### src/rtl/pio_in_edge_irq_if.sv
// Avalon-MM slave register bus for pio_in_edge_irq: 2-bit address, 32-bit data,
// active-low write strobe qualified by chipselect, registered read data.
interface pio_in_edge_irq_if;
    logic [1:0]  address;
    logic        chipselect;
    logic        write_n;
    logic [31:0] writedata;
    logic [31:0] readdata;

    modport master (
        output address,
        output chipselect,
        output write_n,
        output writedata,
        input  readdata
    );

    modport slave (
        input  address,
        input  chipselect,
        input  write_n,
        input  writedata,
        output readdata
    );
endinterface

### src/rtl/pio_in_edge_irq.sv
// Parametrised input PIO with synchroniser, per-bit edge capture, irq mask and registered irq.
// Optional per-bit debounce filter after the synchroniser: define PIO_IN_DEBOUNCE_EN.
module pio_in_edge_irq #(
    parameter int               WIDTH           = 20,
    parameter int               SYNC_STAGES     = 2,
    parameter logic [WIDTH-1:0] RESET_MASK      = '0,
    parameter int               DEBOUNCE_CYCLES = 16
) (
    input  logic             clk,
    input  logic             reset_n,
    pio_in_edge_irq_if.slave bus,
    input  logic [WIDTH-1:0] in_port_i,
    output logic             irq_o
);

    typedef enum logic [1:0] {
        MODE_RISE  = 2'd0,
        MODE_FALL  = 2'd1,
        MODE_ANY   = 2'd2,
        MODE_LEVEL = 2'd3
    } edgeMode_t;

    // Warm-up must outlast the whole input pipeline so inputs high at reset exit never capture.
`ifdef PIO_IN_DEBOUNCE_EN
    localparam int WARM_CYCLES = SYNC_STAGES + 1 + DEBOUNCE_CYCLES;
`else
    localparam int WARM_CYCLES = SYNC_STAGES + 1;
`endif
    localparam int WARM_W = $clog2(WARM_CYCLES + 1);

    logic [WIDTH-1:0]  sync_q [SYNC_STAGES];
    logic [WIDTH-1:0]  syncVal;
    logic [WIDTH-1:0]  filt;
    logic [WIDTH-1:0]  prev_q;
    logic [WARM_W-1:0] warm_q;

    edgeMode_t         mode_q, mode_d;
    logic [WIDTH-1:0]  irqMask_q, irqMask_d;
    logic [WIDTH-1:0]  edgeCap_q, edgeCap_d;
    logic [31:0]       readData_q, readData_d;
    logic              irq_q, irq_d;

    logic [WIDTH-1:0]  rise;
    logic [WIDTH-1:0]  fall;
    logic [WIDTH-1:0]  det;
    logic [WIDTH-1:0]  clr;
    logic              wrEn;
    logic              enterLevel;

    always_ff @(posedge clk or negedge reset_n) begin
        if (!reset_n) begin
            for (int s = 0; s < SYNC_STAGES; s++) begin
                sync_q[s] <= '0;
            end
        end else begin
            sync_q[0] <= in_port_i;
            for (int s = 1; s < SYNC_STAGES; s++) begin
                sync_q[s] <= sync_q[s-1];
            end
        end
    end

    assign syncVal = sync_q[SYNC_STAGES-1];

`ifdef PIO_IN_DEBOUNCE_EN
    logic [15:0]      dbCnt_q [WIDTH];
    logic [WIDTH-1:0] filt_q;

    // A bit follows sync only after DEBOUNCE_CYCLES consecutive differing samples.
    always_ff @(posedge clk or negedge reset_n) begin
        if (!reset_n) begin
            filt_q <= '0;
            for (int i = 0; i < WIDTH; i++) begin
                dbCnt_q[i] <= '0;
            end
        end else begin
            for (int i = 0; i < WIDTH; i++) begin
                if (syncVal[i] == filt_q[i]) begin
                    dbCnt_q[i] <= '0;
                end else if (dbCnt_q[i] == 16'(DEBOUNCE_CYCLES - 1)) begin
                    filt_q[i]  <= syncVal[i];
                    dbCnt_q[i] <= '0;
                end else begin
                    dbCnt_q[i] <= dbCnt_q[i] + 16'd1;
                end
            end
        end
    end

    assign filt = filt_q;
`else
    assign filt = syncVal;
`endif

    assign rise = filt & ~prev_q;
    assign fall = ~filt & prev_q;

    always_comb begin
        det = '0;
        if (warm_q == '0) begin
            case (mode_q)
                MODE_RISE: det = rise;
                MODE_FALL: det = fall;
                MODE_ANY:  det = rise | fall;
                default:   det = '0;
            endcase
        end

        wrEn       = bus.chipselect && !bus.write_n;
        clr        = '0;
        enterLevel = 1'b0;
        mode_d     = mode_q;
        irqMask_d  = irqMask_q;

        if (wrEn) begin
            case (bus.address)
                2'd1: begin
                    mode_d     = edgeMode_t'(bus.writedata[1:0]);
                    enterLevel = (bus.writedata[1:0] == 2'd3);
                end
                2'd2:    irqMask_d = bus.writedata[WIDTH-1:0];
                2'd3:    clr       = bus.writedata[WIDTH-1:0];
                default: ;
            endcase
        end

        // Set beats clear on a colliding bit; level mode keeps the capture register empty.
        edgeCap_d = (edgeCap_q & ~clr) | det;
        if ((mode_q == MODE_LEVEL) || enterLevel) begin
            edgeCap_d = '0;
        end

        if (mode_q == MODE_LEVEL) begin
            irq_d = |(filt & irqMask_q);
        end else begin
            irq_d = |(edgeCap_q & irqMask_q);
        end

        readData_d = '0;
        case (bus.address)
            2'd0: readData_d[WIDTH-1:0] = filt;
            2'd1: readData_d[1:0]       = mode_q;
            2'd2: readData_d[WIDTH-1:0] = irqMask_q;
            2'd3: readData_d[WIDTH-1:0] = edgeCap_q;
            default: ;
        endcase
    end

    always_ff @(posedge clk or negedge reset_n) begin
        if (!reset_n) begin
            prev_q     <= '0;
            warm_q     <= WARM_W'(WARM_CYCLES);
            mode_q     <= MODE_RISE;
            irqMask_q  <= RESET_MASK;
            edgeCap_q  <= '0;
            readData_q <= '0;
            irq_q      <= 1'b0;
        end else begin
            prev_q     <= filt;
            if (warm_q != '0) begin
                warm_q <= warm_q - WARM_W'(1);
            end
            mode_q     <= mode_d;
            irqMask_q  <= irqMask_d;
            edgeCap_q  <= edgeCap_d;
            readData_q <= readData_d;
            irq_q      <= irq_d;
        end
    end

    assign bus.readdata = readData_q;
    assign irq_o        = irq_q;

endmodule

### src/flat_wrapper.sv
// flat-port wrapper written by rule: the top's interface ports become plain ports
module pio_in_edge_irq_flat 
#(
    parameter int               WIDTH           = 20,
    parameter int               SYNC_STAGES     = 2,
    parameter logic [WIDTH-1:0] RESET_MASK      = '0,
    parameter int               DEBOUNCE_CYCLES = 16
)
  (clk, reset_n, in_port_i, irq_o, bus_address, bus_chipselect, bus_write_n, bus_writedata, bus_readdata);
  pio_in_edge_irq_if bus_i ();
  input  logic clk;
  input  logic reset_n;
  input  logic [WIDTH-1:0] in_port_i;
  output logic irq_o;
  input wire logic [$bits(bus_i.address)-1:0] bus_address;
  input wire logic [$bits(bus_i.chipselect)-1:0] bus_chipselect;
  input wire logic [$bits(bus_i.write_n)-1:0] bus_write_n;
  input wire logic [$bits(bus_i.writedata)-1:0] bus_writedata;
  output wire logic [$bits(bus_i.readdata)-1:0] bus_readdata;
  assign bus_i.address = bus_address;
  assign bus_i.chipselect = bus_chipselect;
  assign bus_i.write_n = bus_write_n;
  assign bus_i.writedata = bus_writedata;
  assign bus_readdata = bus_i.readdata;
  pio_in_edge_irq #(.WIDTH(WIDTH), .SYNC_STAGES(SYNC_STAGES), .RESET_MASK(RESET_MASK), .DEBOUNCE_CYCLES(DEBOUNCE_CYCLES)) u_core (.clk(clk), .reset_n(reset_n), .bus(bus_i), .in_port_i(in_port_i), .irq_o(irq_o));
endmodule
### config.mk
export PLATFORM = sky130hd
export DESIGN_NAME = pio_in_edge_irq_flat
export DESIGN_NICKNAME = d
export VERILOG_FILES = /design/src/rtl/pio_in_edge_irq_if.sv /design/src/rtl/pio_in_edge_irq.sv /design/src/flat_wrapper.sv
export SDC_FILE = /design/constraint.sdc
export NUM_CORES = 1
export LEC_CHECK = 0
export ABC_AREA = 1
export BUFFER_PORTS_ARGS = -buffer_cell sky130_fd_sc_hd__buf_2
export CORE_MARGIN = 3
export CORE_UTILIZATION = 57
export CTS_BUF_LIST = sky130_fd_sc_hd__clkbuf_16
export DETAILED_ROUTE_END_ITERATION = 8
export PLACE_DENSITY_LB_ADDON = 0.2
export SKIP_CTS_REPAIR_TIMING = 1
export SYNTH_ARGS = -nofsm -noshare
export SYNTH_HDL_FRONTEND = slang
export SYNTH_SLANG_ARGS = --single-unit
### constraint.sdc
create_clock -name clk -period 1.8 [get_ports clk]
set_clock_uncertainty 0.1 [all_clocks]
set_input_delay 0.45 -clock clk [delete_from_list [all_inputs] [get_ports clk]]
set_output_delay 0.45 -clock clk [all_outputs]
set_load 0.05 [all_outputs]
==> summary.txt <==
Status
  – Status: completed

Floorplan
  – Die Span Y: 106.1 µm
  – Row count: 35
  – Die width: 106.1 µm
  – IO Count: 91
  – Starting density of the core: 60.14%
  – Core area: 0.009503 mm²
  – Die ar.: 0.01126 mm²

STA
  – Final Setup Violations: 0
  – Max Fclk: 631.1 MHz
  – Fraction of the cycle the final worst path needs: 88.03%
  – Max-slew violation count: 0
  – Final hold vios: 0
  – Post-route minimum period: 1585 ps
  – Final setup TNS: 0 ps
  – RSZ-0062 raised after global routing: no
  – Min Hold Slack: 35.87 ps

Synthesis
  – Post-Synthesis Cells: 628
  – Synth top area cells: dfrtp_1, nand2_1, ha_1, inv_1, o21ai_0
  – Number of flops mapped to enable cells by yosys: 0
  – Yosys warns: 0
  – Most common cell in the netlist: nand2_1
  – Share of synthesized flip-flops with an asynchronous set or reset: 100.0%
  – Register area share after synthesis: 54.77%
  – Synth top area share: 53.85%
  – Most common flop cell mapped by yosys: dfrtp_1
  – Synth cell types: 26
  – Synthesized area per cell: 9.101 µm²
  – Area leader, netlist: dfrtp_1
  – Most frequent cells after synthesis: nand2_1, dfrtp_1, inv_1, o21ai_0, ha_1
  – Yosys reg bits: 125
  – Post-Syn Area: 0.005715 mm²

Job
  – Maxcap violations: 0

GRT
  – Initial antenna violation count: 0
  – Most Crowded Layer GR: met2
  – First-pass GRT wire length: 21,740 µm
  – Vias in the first global route: 4,528
  – GR Util met2: 41.13%
  – Pin count of the biggest net entering global routing: 41
  – GR Layer Usage met3: 6.679%
  – Overall Global Routing Usage: 25.03%
  – GR Overflow Total: 0
  – Grt met1 use: 31.06%

Place
  – DP HPWL: 8687 µm
  – Routability cong.: 0.8876
  – IO buf count: 66

Critical path
  – Crit Path Max Fanout: 9
  – CP endpoint kind: flop
  – CP arrival: 1820 ps
  – Worst path required time: 2030 ps
  – Startpoint types: flop
  – Critical setup path kind: reg2reg
  – Worst R2R Path Depth: 6

Clock network
  – H-tree depth: 4
  – Worst-Skew Late Latency: 410 ps
  – Num CTS Buffers: 17
  – Root Buffer: clkbuf_16
  – Clock-pin slew of the registers on the worst-case setup and hold paths: 60 ps
  – CTS sink cnt: 125
  – TritonCTS clock tree: built
  – CTS Buffer Depth: 2

Route
  – Drt first-iter violations: 298
  – Routed vias/inst: 5.194
  – Drt drc: 0
  – Routed WL: 13,090 µm
  – Antenna Nets Post-Route: 0
  – Detailed Routing Iterations Pass 1: 6
  – Total number of vias: 4,436
  – Routed len/inst: 15.33 µm

Cells and area
  – Ant. Diodes: 0
  – Area grow syn2layout: 19.75%
  – Net count, final: 811
  – Share of layout cells above drive strength 1: 17.24%

Min path
  – Hold depth: 1
  – HP Class: in2reg

Power and ir drop
  – Max VDD drop: 0.001038 V
  – Power per cell area: 1326 mW/mm²
  – Static leakage: 3.648 nW
==> report_power, final <==
group / switching, mW / leakage (nW) / internal (mW) / total (mW)
registers: 0.345 / 1.49 / 3.30 / 3.64
clock network: 1.25 / 0.297 / 2.31 / 3.56
logic: 1.28 / 1.86 / 0.589 / 1.87
==> metrics by stage <==
step	instance area (µm²)	setup slack [ps]	power [mW]	util [%]	std cells
2_1_floorplan	5757	436.6	4.958	-	639
3_3_place_gp	6212	175.5	5.428	65.37	821
3_5_place_dp	6212	144.7	5.520	65.37	821
4_1_cts	6834	203.3	9.116	71.92	853
5_1_grt	6844	60.81	9.524	72.02	854
6_report	6844	215.5	9.079	72.02	854
==> cells by family after synthesis <==
logic type,count (synthesis),synth area share (%)
xor gates and xnor gates,1,0.1533
DFF,125,54.77
adders and majority gates,41,8.975
AOI/OAI and AO/OA,87,8.603
other,1,0.06561
buffers and inverters,122,10.03
and+or+nand+nor,251,17.40
==> sequential cells by signal, summed over array words and instances, names as in the netlist <==
signal and flops:
u_core.mode_q 2, u_core.filt 20, u_core.edgeCap_q 20, u_core.bus.readdata 20, u_core.irqMask_q 20, u_core.sync_q 20
u_core.irq_o 1, u_core.prev_q 20, u_core.warm_q 2
==> routing by layer <==
| metal | vias to the layer above | routed length (µm) |
|---|---|---|
| li1 | 2101 | - |
| met1 | 2102 | 5355 |
| met2 | 197 | 6420 |
| met3 | 36 | 1019 |
| met4 | 0 | 295 |
| met5 | - | 0 |
==> final timing paths <==
path                                              start                           endpoint  slack, ps
min reg2reg                 u_core.sync_q[39]$_DFF_PN0_          u_core.filt[19]$_DFF_PN0_        250
max reg2reg                u_core.mode_q[1]$_DFFE_PN0P_      u_core.edgeCap_q[2]$_DFF_PN0_        220
min in group asynchronous                       reset_n   u_core.bus.readdata[3]$_DFF_PN0_        430
max in group asynchronous                       reset_n  u_core.bus.readdata[16]$_DFF_PN0_        630
max                        u_core.mode_q[1]$_DFFE_PN0P_      u_core.edgeCap_q[2]$_DFF_PN0_        220
min                                       in_port_i[15]        u_core.sync_q[35]$_DFF_PN0_         40
==> placed cells by master, fill, tap and decap left out, types with 12 or more instances in the layout <==
cell type,Yosys,layout
a21oi_1,20,20
buf_2,2,65
buf_4,15,17
clkbuf_16,0,17
conb_1,1,12
dfrtp_1,123,123
ha_1,41,41
inv_1,86,86
nand2_1,210,210
nand3_1,18,18
nor2_1,15,15
o211ai_1,18,18
o21ai_0,46,46
==> cell type report <==
type / count / area, µm²
flip-flops and latches: 125 / 3131
fillers: 707 / 2659
multi-input cells: 392 / 2053
repair buffers: 87 / 543.0
clock buffers: 17 / 425.4
inverters: 89 / 334.1
clock inverters: 15 / 196.4
well taps: 129 / 161.4
==> worst max-delay path, cell delays in order (launching register included) <==
cell,delay (ps)
dfrtp_1,440
nor2_2,340
buf_4,260
nand2_1,80
nand3_1,80
nand2_1,50
a21oi_1,160
No activity file was read; power rests on OpenSTA's default activity.
